[src/rtl/qdma_mem_responder_pkg.sv]
// Shared definitions for the QDMA memory responder: default geometry,
// address/beat widths and the responder state encoding.
package qdma_mem_responder_pkg;

  localparam int NUM_MOD_DEF = 4;
  localparam int DEPTH_DEF   = 32;
  localparam int DATA_W_DEF  = 8;
  localparam int ADDR_W      = 5;
  localparam int MOD_W       = 3;
  localparam int BEAT_W      = ADDR_W + 1;
  localparam int WAIT_W      = 8;
  localparam int MAX_BANKS   = 4;

  typedef enum logic [1:0] {
    ST_IDLE = 2'd0,
    ST_WAIT = 2'd1,
    ST_XFER = 2'd2,
    ST_DONE = 2'd3
  } state_e;

  // Next address within one bank; wraps at the top so it never carries into the module id.
  function automatic logic [ADDR_W-1:0] wrap_inc(input logic [ADDR_W-1:0] a, input int depth);
    return (int'(a) == depth - 1) ? '0 : a + ADDR_W'(1);
  endfunction

endpackage

[src/rtl/qdma_mem_responder_bank.sv]
// One memory module: single-port DEPTH x DATA_W array with a registered read port.
// Reset clears only the read register; array contents survive reset.
module qdma_mem_bank
  import qdma_mem_responder_pkg::*;
#(
  parameter int DEPTH  = DEPTH_DEF,
  parameter int DATA_W = DATA_W_DEF
) (
  input  logic              clk,
  input  logic              rst,
  input  logic              re,
  input  logic              we,
  input  logic [ADDR_W-1:0] addr,
  input  logic [DATA_W-1:0] wdata,
  output logic [DATA_W-1:0] rdata
);

  logic [DATA_W-1:0] mem [DEPTH];
  logic [DATA_W-1:0] rdata_q;

  always_ff @(posedge clk) begin
    if (we) mem[addr] <= wdata;
  end

  always_ff @(posedge clk) begin
    if (rst)     rdata_q <= '0;
    else if (re) rdata_q <= mem[addr];
  end

  assign rdata = rdata_q;

endmodule

[src/rtl/qdma_mem_responder.sv]
// DMA-facing memory responder: accepts one burst at a time, inserts WAIT_CYCLES
// wait states, then streams read beats or consumes write beats from up to four banks.
module qdma_mem_responder
  import qdma_mem_responder_pkg::*;
#(
  parameter int NUM_MOD     = NUM_MOD_DEF,
  parameter int DEPTH       = DEPTH_DEF,
  parameter int DATA_W      = DATA_W_DEF,
  parameter int WAIT_CYCLES = 1
) (
  input  logic              clk,
  input  logic              rst,
  input  logic              req,
  output logic              gnt,
  input  logic              we,
  input  logic [MOD_W-1:0]  mod_sel,
  input  logic [ADDR_W-1:0] addr,
  input  logic [ADDR_W-1:0] blen,
  input  logic [DATA_W-1:0] wdata,
  input  logic              wvalid,
  output logic              wready,
  output logic [DATA_W-1:0] rdata,
  output logic              rvalid,
  output logic              done,
  output logic              err,
  output state_e            dbg_state
);

  // Handshakes: a request is taken on a clock edge where req && gnt; a write beat
  // is taken on an edge where wvalid && wready; rvalid is a one-cycle, unstallable strobe.
  state_e              state_q;
  logic                gnt_q, wready_q, rvalid_q, done_q, err_q;
  logic                we_q;
  logic [MOD_W-1:0]    mod_q;
  logic [ADDR_W-1:0]   addr_q, blen_q, addr_nxt;
  logic [BEAT_W-1:0]   beat_q, beat_end;
  logic [WAIT_W-1:0]   wait_q;
  logic                rd_issue, wr_fire;
  logic [MAX_BANKS-1:0] bank_re, bank_we;
  logic [DATA_W-1:0]   bank_rdata [MAX_BANKS];

  assign addr_nxt = wrap_inc(addr_q, DEPTH);
  assign beat_end = {1'b0, blen_q} + BEAT_W'(1);
  // Reads keep XFER for one extra drain cycle so done trails the last rvalid.
  assign rd_issue = (state_q == ST_XFER) && !we_q && (beat_q != beat_end);
  assign wr_fire  = (state_q == ST_XFER) && we_q && wready_q && wvalid;

  always_comb begin
    bank_re = '0;
    bank_we = '0;
    rdata   = '0;
    for (int k = 0; k < MAX_BANKS; k++) begin
      if (int'(mod_q) == k) begin
        bank_re[k] = rd_issue;
        bank_we[k] = wr_fire;
        rdata      = bank_rdata[k];
      end
    end
  end

  always_ff @(posedge clk) begin
    if (rst) begin
      state_q  <= ST_IDLE;
      gnt_q    <= 1'b1;
      wready_q <= 1'b0;
      rvalid_q <= 1'b0;
      done_q   <= 1'b0;
      err_q    <= 1'b0;
      we_q     <= 1'b0;
      mod_q    <= '0;
      addr_q   <= '0;
      blen_q   <= '0;
      beat_q   <= '0;
      wait_q   <= '0;
    end else begin
      rvalid_q <= 1'b0;
      done_q   <= 1'b0;
      err_q    <= 1'b0;
      unique case (state_q)
        ST_IDLE: begin
          if (req) begin
            we_q   <= we;
            mod_q  <= mod_sel;
            addr_q <= addr;
            blen_q <= blen;
            beat_q <= '0;
            wait_q <= '0;
            gnt_q  <= 1'b0;
            if (int'(mod_sel) >= NUM_MOD) begin
              state_q <= ST_DONE;
              done_q  <= 1'b1;
              err_q   <= 1'b1;
            end else if (WAIT_CYCLES > 0) begin
              state_q <= ST_WAIT;
            end else begin
              state_q  <= ST_XFER;
              wready_q <= we;
            end
          end
        end
        ST_WAIT: begin
          wait_q <= wait_q + WAIT_W'(1);
          if (wait_q == WAIT_W'(WAIT_CYCLES - 1)) begin
            state_q  <= ST_XFER;
            wready_q <= we_q;
          end
        end
        ST_XFER: begin
          if (we_q) begin
            if (wr_fire) begin
              addr_q <= addr_nxt;
              beat_q <= beat_q + BEAT_W'(1);
              if (beat_q == {1'b0, blen_q}) begin
                wready_q <= 1'b0;
                state_q  <= ST_DONE;
                done_q   <= 1'b1;
              end
            end
          end else if (rd_issue) begin
            rvalid_q <= 1'b1;
            addr_q   <= addr_nxt;
            beat_q   <= beat_q + BEAT_W'(1);
          end else begin
            state_q <= ST_DONE;
            done_q  <= 1'b1;
          end
        end
        ST_DONE: begin
          state_q <= ST_IDLE;
          gnt_q   <= 1'b1;
        end
        default: state_q <= ST_IDLE;
      endcase
    end
  end

  qdma_mem_bank #(.DEPTH(DEPTH), .DATA_W(DATA_W)) memory0 (
    .clk(clk), .rst(rst), .re(bank_re[0]), .we(bank_we[0]),
    .addr(addr_q), .wdata(wdata), .rdata(bank_rdata[0]));
  qdma_mem_bank #(.DEPTH(DEPTH), .DATA_W(DATA_W)) memory1 (
    .clk(clk), .rst(rst), .re(bank_re[1]), .we(bank_we[1]),
    .addr(addr_q), .wdata(wdata), .rdata(bank_rdata[1]));
  qdma_mem_bank #(.DEPTH(DEPTH), .DATA_W(DATA_W)) memory2 (
    .clk(clk), .rst(rst), .re(bank_re[2]), .we(bank_we[2]),
    .addr(addr_q), .wdata(wdata), .rdata(bank_rdata[2]));
  qdma_mem_bank #(.DEPTH(DEPTH), .DATA_W(DATA_W)) memory3 (
    .clk(clk), .rst(rst), .re(bank_re[3]), .we(bank_we[3]),
    .addr(addr_q), .wdata(wdata), .rdata(bank_rdata[3]));

  assign gnt       = gnt_q;
  assign wready    = wready_q;
  assign rvalid    = rvalid_q;
  assign done      = done_q;
  assign err       = err_q;
  assign dbg_state = state_q;

endmodule

[config.mk]
export PLATFORM = sky130hd
export DESIGN_NAME = qdma_mem_responder
export DESIGN_NICKNAME = d
export VERILOG_FILES = /design/src/rtl/qdma_mem_responder_pkg.sv /design/src/rtl/qdma_mem_responder_bank.sv /design/src/rtl/qdma_mem_responder.sv
export SDC_FILE = /design/constraint.sdc
export NUM_CORES = 1
export LEC_CHECK = 0
export BUFFER_PORTS_ARGS = -buffer_cell sky130_fd_sc_hd__buf_4
export CORE_ASPECT_RATIO = 0.7
export CORE_MARGIN = 4
export CORE_UTILIZATION = 45
export DETAILED_ROUTE_END_ITERATION = 16
export GPL_TIMING_DRIVEN = 0
export PLACE_DENSITY = 0.65
export SLEW_MARGIN = 20
export SYNTH_ARGS = -nofsm -noshare
export SYNTH_HDL_FRONTEND = slang
export SYNTH_SLANG_ARGS = --single-unit
[constraint.sdc]
create_clock -name clk -period 2.44 [get_ports clk]
set_input_delay 0.244 -clock clk [delete_from_list [all_inputs] [get_ports clk]]
set_output_delay 0.244 -clock clk [all_outputs]
set_load 0.05 [all_outputs]
## After elaboration in Yosys (flattened, before gate mapping)

Memory sizes are Yosys's and may differ from the RTL's. A register that Yosys moved wholly into a read port is not among the register bits.
Cells that the tools add are included.

- RAM bits: 1024
- Word-level logic and storage cells: 118
- Memories kept: 4
- Bits in registers: 35

Memories:

| name | depth | bits a word | rd ports | clocked after Yosys merged registers in | write ports | RTL line | RTL |
|---|---|---|---|---|---|---|---|
| memory0.mem | 32 | 8 | 1 | 1 | 1 | qdma_mem_responder_bank.sv:18 | `logic [DATA_W-1:0] mem [DEPTH];` |
| memory1.mem | 32 | 8 | 1 | 1 | 1 | qdma_mem_responder_bank.sv:18 |  |
| memory2.mem | 32 | 8 | 1 | 1 | 1 | qdma_mem_responder_bank.sv:18 |  |
| memory3.mem | 32 | 8 | 1 | 1 | 1 | qdma_mem_responder_bank.sv:18 |  |

- $lt $le $gt $ge: 1
- Add/sub/neg operators: 4
- Multiplexer cells: 56
- Equality and inequality tests: 18
- Bitwise logic cells: 2
- Reductions and logical operators: 21

Operator list:

| kind | count |
|---|---|
| 2-to-1 mux 8 bit | 5 |
| 2-to-1 mux 1 bit | 28 |
| 2-to-1 mux 5 bit | 5 |
| 2-to-1 mux 6 bit | 4 |
| case mux 8 bit (2 select lines) | 1 |
| 2-to-1 mux 2 bit | 7 |
| case mux 6 bit (2 select lines) | 1 |
| case mux 5 bit (2 select lines) | 1 |
| AND reduction 5 bit | 2 |
| inequality test 3 bit (second input constant) | 3 |
| adder 8 x 1 -> 8 bit (second input constant) | 1 |
| logical NOT 8 bit | 1 |
| inequality test 2 bit (second input constant) | 4 |
| case mux 2 bit (4 select lines) | 1 |
| nonzero test 2 bit | 4 |
| adder 5 x 1 -> 6 bit (second input constant) | 1 |
| adder 6 x 1 -> 6 bit (second input constant) | 1 |
| equality test 3 bit (second input constant) | 2 |
| equality test 6 x 5 -> 1 bit | 1 |
| inequality test 6 bit | 1 |
| case mux 1 bit (2 select lines) | 3 |
| AND reduction 2 bit | 3 |
| adder 5 x 1 -> 5 bit (second input constant) | 1 |
| equality test 5 x 1 -> 1 bit (second input constant) | 1 |
| other kinds (14) | 20 |

## Logic depth before layout (Yosys ltp)

- Depth in word-level cells: 7
- Mapped depth: 10
- Depth with buffers taken out: 8

## Cells and area by module

Synthesis repeated with hierarchy kept, for this count alone.

- Cell total of the unflattened synthesis: 2330
- Area total of the unflattened synthesis: 43913.4 um^2

Modules (own cells, without submodules):

| module | cells each | area each (um^2) | seq. area each (um^2) | instances |
|---|---|---|---|---|
| qdma_mem_bank | 515 | 10421.2 | 7847.5 | 4 |
| qdma_mem_responder | 270 | 2228.4 | 700.7 | 1 |

## Least setup slack after synthesis

OpenSTA, ideal clock, no wires.

- Path kind: register to register
- Start point: reg state_q[1] (netlist: dbg_state[1])
- End point: mem memory2.mem[0][0] (netlist name), enable pin
- Arrival time: 2372 ps
- Period minus slack after synthesis: 2742 ps
- Path buffers: 2
- Data required time: 2070 ps
- Path slack: -302 ps
- Stages on the path, launching flop included: 8
- Path through: dfxtp_1 ha_1 clkbuf_1 nand2_1 nor2_1 nand3_1 clkbuf_1 nor2_1

- Longest elaborated chain between the ends: 7

Ends and longest elaborated chain:

| element | RTL line | RTL |
|---|---|---|
| start, declared | qdma_mem_responder.sv:31 | `state_e state_q;` |
| start signal, assigned | qdma_mem_responder.sv:63 | `state_q <= ST_IDLE;` |
| start signal, assigned | qdma_mem_responder.sv:90 | `state_q <= ST_DONE;` |
| start signal, assigned | qdma_mem_responder.sv:94 | `state_q <= ST_WAIT;` |
| equality test 2 bit | qdma_mem_responder.sv:46 | `assign wr_fire = (state_q == ST_XFER) && we_q && wready_q && wvalid;` |
| logical AND 1 bit (3 in a row) | qdma_mem_responder.sv:46 |  |
| 2-to-1 mux 1 bit | qdma_mem_responder.sv:53 | `if (int'(mod_q) == k) begin` |
| 2-to-1 mux 1 bit | qdma_mem_responder_bank.sv:22 | `if (we) mem[addr] <= wdata;` |
| 2-to-1 mux 1 bit (not written as such) | qdma_mem_responder_bank.sv:22 |  |
| end, declared | qdma_mem_responder_bank.sv:18 |  |

No other way between the ends.

## Worst setup path after layout

- Start point: reg addr_q[1]
- End point: mem memory2.mem[23][0] (netlist name), enable pin

RTL lines:

| element | RTL line | RTL |
|---|---|---|
| start, declared | qdma_mem_responder.sv:35 | `logic [ADDR_W-1:0] addr_q, blen_q, addr_nxt;` |
| start signal, assigned | qdma_mem_responder.sv:84 | `addr_q <= addr;` |
| start signal, assigned | qdma_mem_responder.sv:111 | `addr_q <= addr_nxt;` |
| start signal, assigned | qdma_mem_responder.sv:121 | `addr_q <= addr_nxt;` |

No word-level cell before the write port.

==> run metrics <==
#FFs+latches synth=1,091; CTS root buffer=clkbuf_16; final setup vio count=111; Slowest-stage cell, CP=ha_1; Fin Clk Skew=0.0400 ns; CP required=2.81 ns; layout cells sized above 1=40.4%; Initial Util=a little under half; non-filler cells in the finished layout=between 3,000 and 4,000; CP Class=reg -> reg; H-tree depth=3; crit-path max FO=8; Synthesis Warnings=0; pwr dens=959 nW/µm²; total power=between 50,000 and 60,000 µW; I/O pins=around 40; DRC=0; Worst-Skew Late Latency=0.72 ns; placer congestion estimate=0.968; endpoint class of the critical path=flip-flop; final setup margin=-0.112 ns; num rows=93; Critical Path Start Type=flip-flop; max_cap viols=0; WL/cell=36.3 µm; final hold slack=~0.12 ns; drt pass-1 iters=6; first-pass GRT wire length=185 mm; status=finished with violations; ys flop type=edfxtp_1; DP Wirelength=83.7 mm; Die Width=roughly 370 µm; area grow syn2layout=26.2%; number of synthesized flops with an enable pin=1,024; 1st-iter DRT viols=4,301; maximum vdd drop=722 µV; crit-path cells=ha_1, nor2b_1, nand3_2, nor2_4; total CTS buffers=97; diode count=0; die area=around 99,000 µm²; clock slew at reported path FFs=around 0.07 ns; RSZ-0062 raised after global routing=true; placed cells=3,371; CTS tree=yes; buffers added on ports=39; Synth Net Count=2,133; Final min period=2.55 ns; violated checks=negative setup slack; crit-path max cell delay=0.57 ns; clock sink count=1,091; core area=roughly 90,000 µm²; total wire length=136 mm; WP data arrival=~3 ns; Yosys cell types=53; Hold WC Path Type=in -> reg; LEAKAGE=0.0166 µW; GR Util All Layers=26.7%; reg-to-reg setup timing slack=-0.11 ns; WP buf/inv=0; Layout fillers=6,562; sequential area share after synthesis=roughly three quarters; wire length on met1=about 51 mm; height of the die=264 µm; Slew Limit Headroom=20.5%; metal2 WL=57.5 mm; Worst Tran Pin Value=1.19 ns; Max Clk Rate=around 0.4 GHz; initial antenna violation count=4; Final Util=57.6%; area of the mapped netlist=42,300 µm²; Mapped Cells=around 2,100; number of global-route vias before repair=23,500; Syn Area/Cell=20.2 µm²; Top Metal Used=met5; Longest Clk Path Bufs=3; NumNets Final=~2,500; vias per cell=6.55; asr flop ratio synth=0%; Top Family by Delay on Critical Path=simple AND/OR/NAND/NOR gates; Slew Viols, Final=0; pre-CTS WS=-2.09 ns; Fin. Hold Viols=0; via count=24,400; pin count of the biggest net entering global routing=129; global route overflow=0; ANT nets after route=0; crit share post-route=105%; Detail Route met3 WL=22.2 mm
[metrics by stage]
step,setup TNS (ns),cell area [µm²]
after floorplan,0,42900
after global placement,-1549.58,44800
after detailed placement,-1259.57,44900
after CTS,-2.06,52200
after global routing,-3.26,53300
final,-3.78,53300
[registers in the layout (all words and copies together), names as in the netlist]
register	flops
memory1.rdata	8
memory2.rdata	8
memory3.rdata	8
memory0.rdata	8
done	1
rvalid	1
memory0.mem	256
blen_q	5
memory2.mem	256
mod_q	3
gnt	1
memory1.mem	256
dbg_state	2
we_q	1
wait_q	8
beat_q	6
wready	1
memory3.mem	256
addr_q	5
err	1
[worst paths after layout]
path	start	to	cells past startpoint
min	wdata[6]	memory2.mem[25][6]	1
max	addr_q[1]	memory2.mem[23][0]	4
max reg2reg	addr_q[1]	memory2.mem[23][0]	4
min reg2reg	wait_q[5]	wait_q[5]	2
[repair_timing]
action                     in CTS  in global routing
setup endpoints to repair    1072                851
gates resized for setup       461                136
cloned                          6                  7
hold endpoints to repair       17                  0
setup buffers                 129                 32
hold buffers                   16                  0
pin swaps                     107                 45
[power breakdown]
group | internal [µW] | leakage, µW | switching [µW]
Combinational | 6310 | 0.00544 | 9170
Clock | 7940 | 0.00147 | 6910
Sequential | 20600 | 0.00975 | 193
[Yosys cell counts (4+ instances only)]
library cell	n	area, µm²
or3_1	5	31.3
mux2i_1	4	40.0
nand4_1	4	25.0
mux4_2	264	5950
a22o_1	64	561
nor2_1	185	694
a21oi_1	25	125
buf_4	7	52.6
xnor2_1	5	43.8
buf_1	8	30.0
buf_2	41	205
dfxtp_1	67	1340
nor3_1	39	195
edfxtp_1	1024	30700
ha_1	13	163
clkbuf_1	68	255
and3_1	37	231
nand3_1	14	70.1
xor2_1	5	43.8
o211ai_1	4	30.0
nand2b_1	7	43.8
nor2b_1	13	81.3
a221oi_1	65	569
o21ai_0	10	50.1
inv_1	8	30.0
nand2_1	61	229
a21oi_2	4	35.0
[logic make-up (layout without fill, tap and decap cells)]
kind of cell	Yosys count	count (layout)	share of synthesized area, %
DFF	1091	1091	76.0
and+or+nand+nor	387	387	4.25
AOI/OAI and AO/OA	193	193	3.68
adders and majority gates	13	13	0.385
buffers and inverters	132	533	1.36
xor gates and xnor gates	10	10	0.207
muxes	268	268	14.2
[routing by layer]
layer  vias up  global-route usage [%]
met5         -                       0
met4         4                    8.81
met3       313                    12.3
met2      1879                    37.4
met1     12800                    37.5
li1       9386                       -
[layout make-up]
cell class / count / area [µm²] / area share (%)
Tap cell: 1235 / 1550 / 2.90
Buffer: 120 / 1550 / 2.91
Inverter: 8 / 30.0 / 0.0563
Sequential cell: 1091 / 32100 / 60.2
Multi-Input combinational cell: 871 / 11700 / 22.0
Timing Repair Buffer: 231 / 3340 / 6.27
Clock inverter: 48 / 425 / 0.798
Clock buffer: 126 / 2620 / 4.91
[placed cells by master (no fill, tap or decap), types with 24 or more instances in the layout]
cell / Yosys / routed
edfxtp_1: 1024 / 1024
nor3_1: 39 / 33
nand2_1: 61 / 29
a22o_1: 64 / 50
nor2_4: 0 / 130
buf_6: 0 / 36
dfxtp_1: 67 / 62
clkbuf_1: 68 / 32
clkbuf_8: 0 / 27
a21oi_1: 25 / 24
mux4_2: 264 / 264
clkbuf_16: 0 / 109
buf_12: 0 / 117
a221oi_2: 0 / 25
buf_4: 7 / 82
nor2_1: 185 / 54
Power figures use the tool's default switching activity.
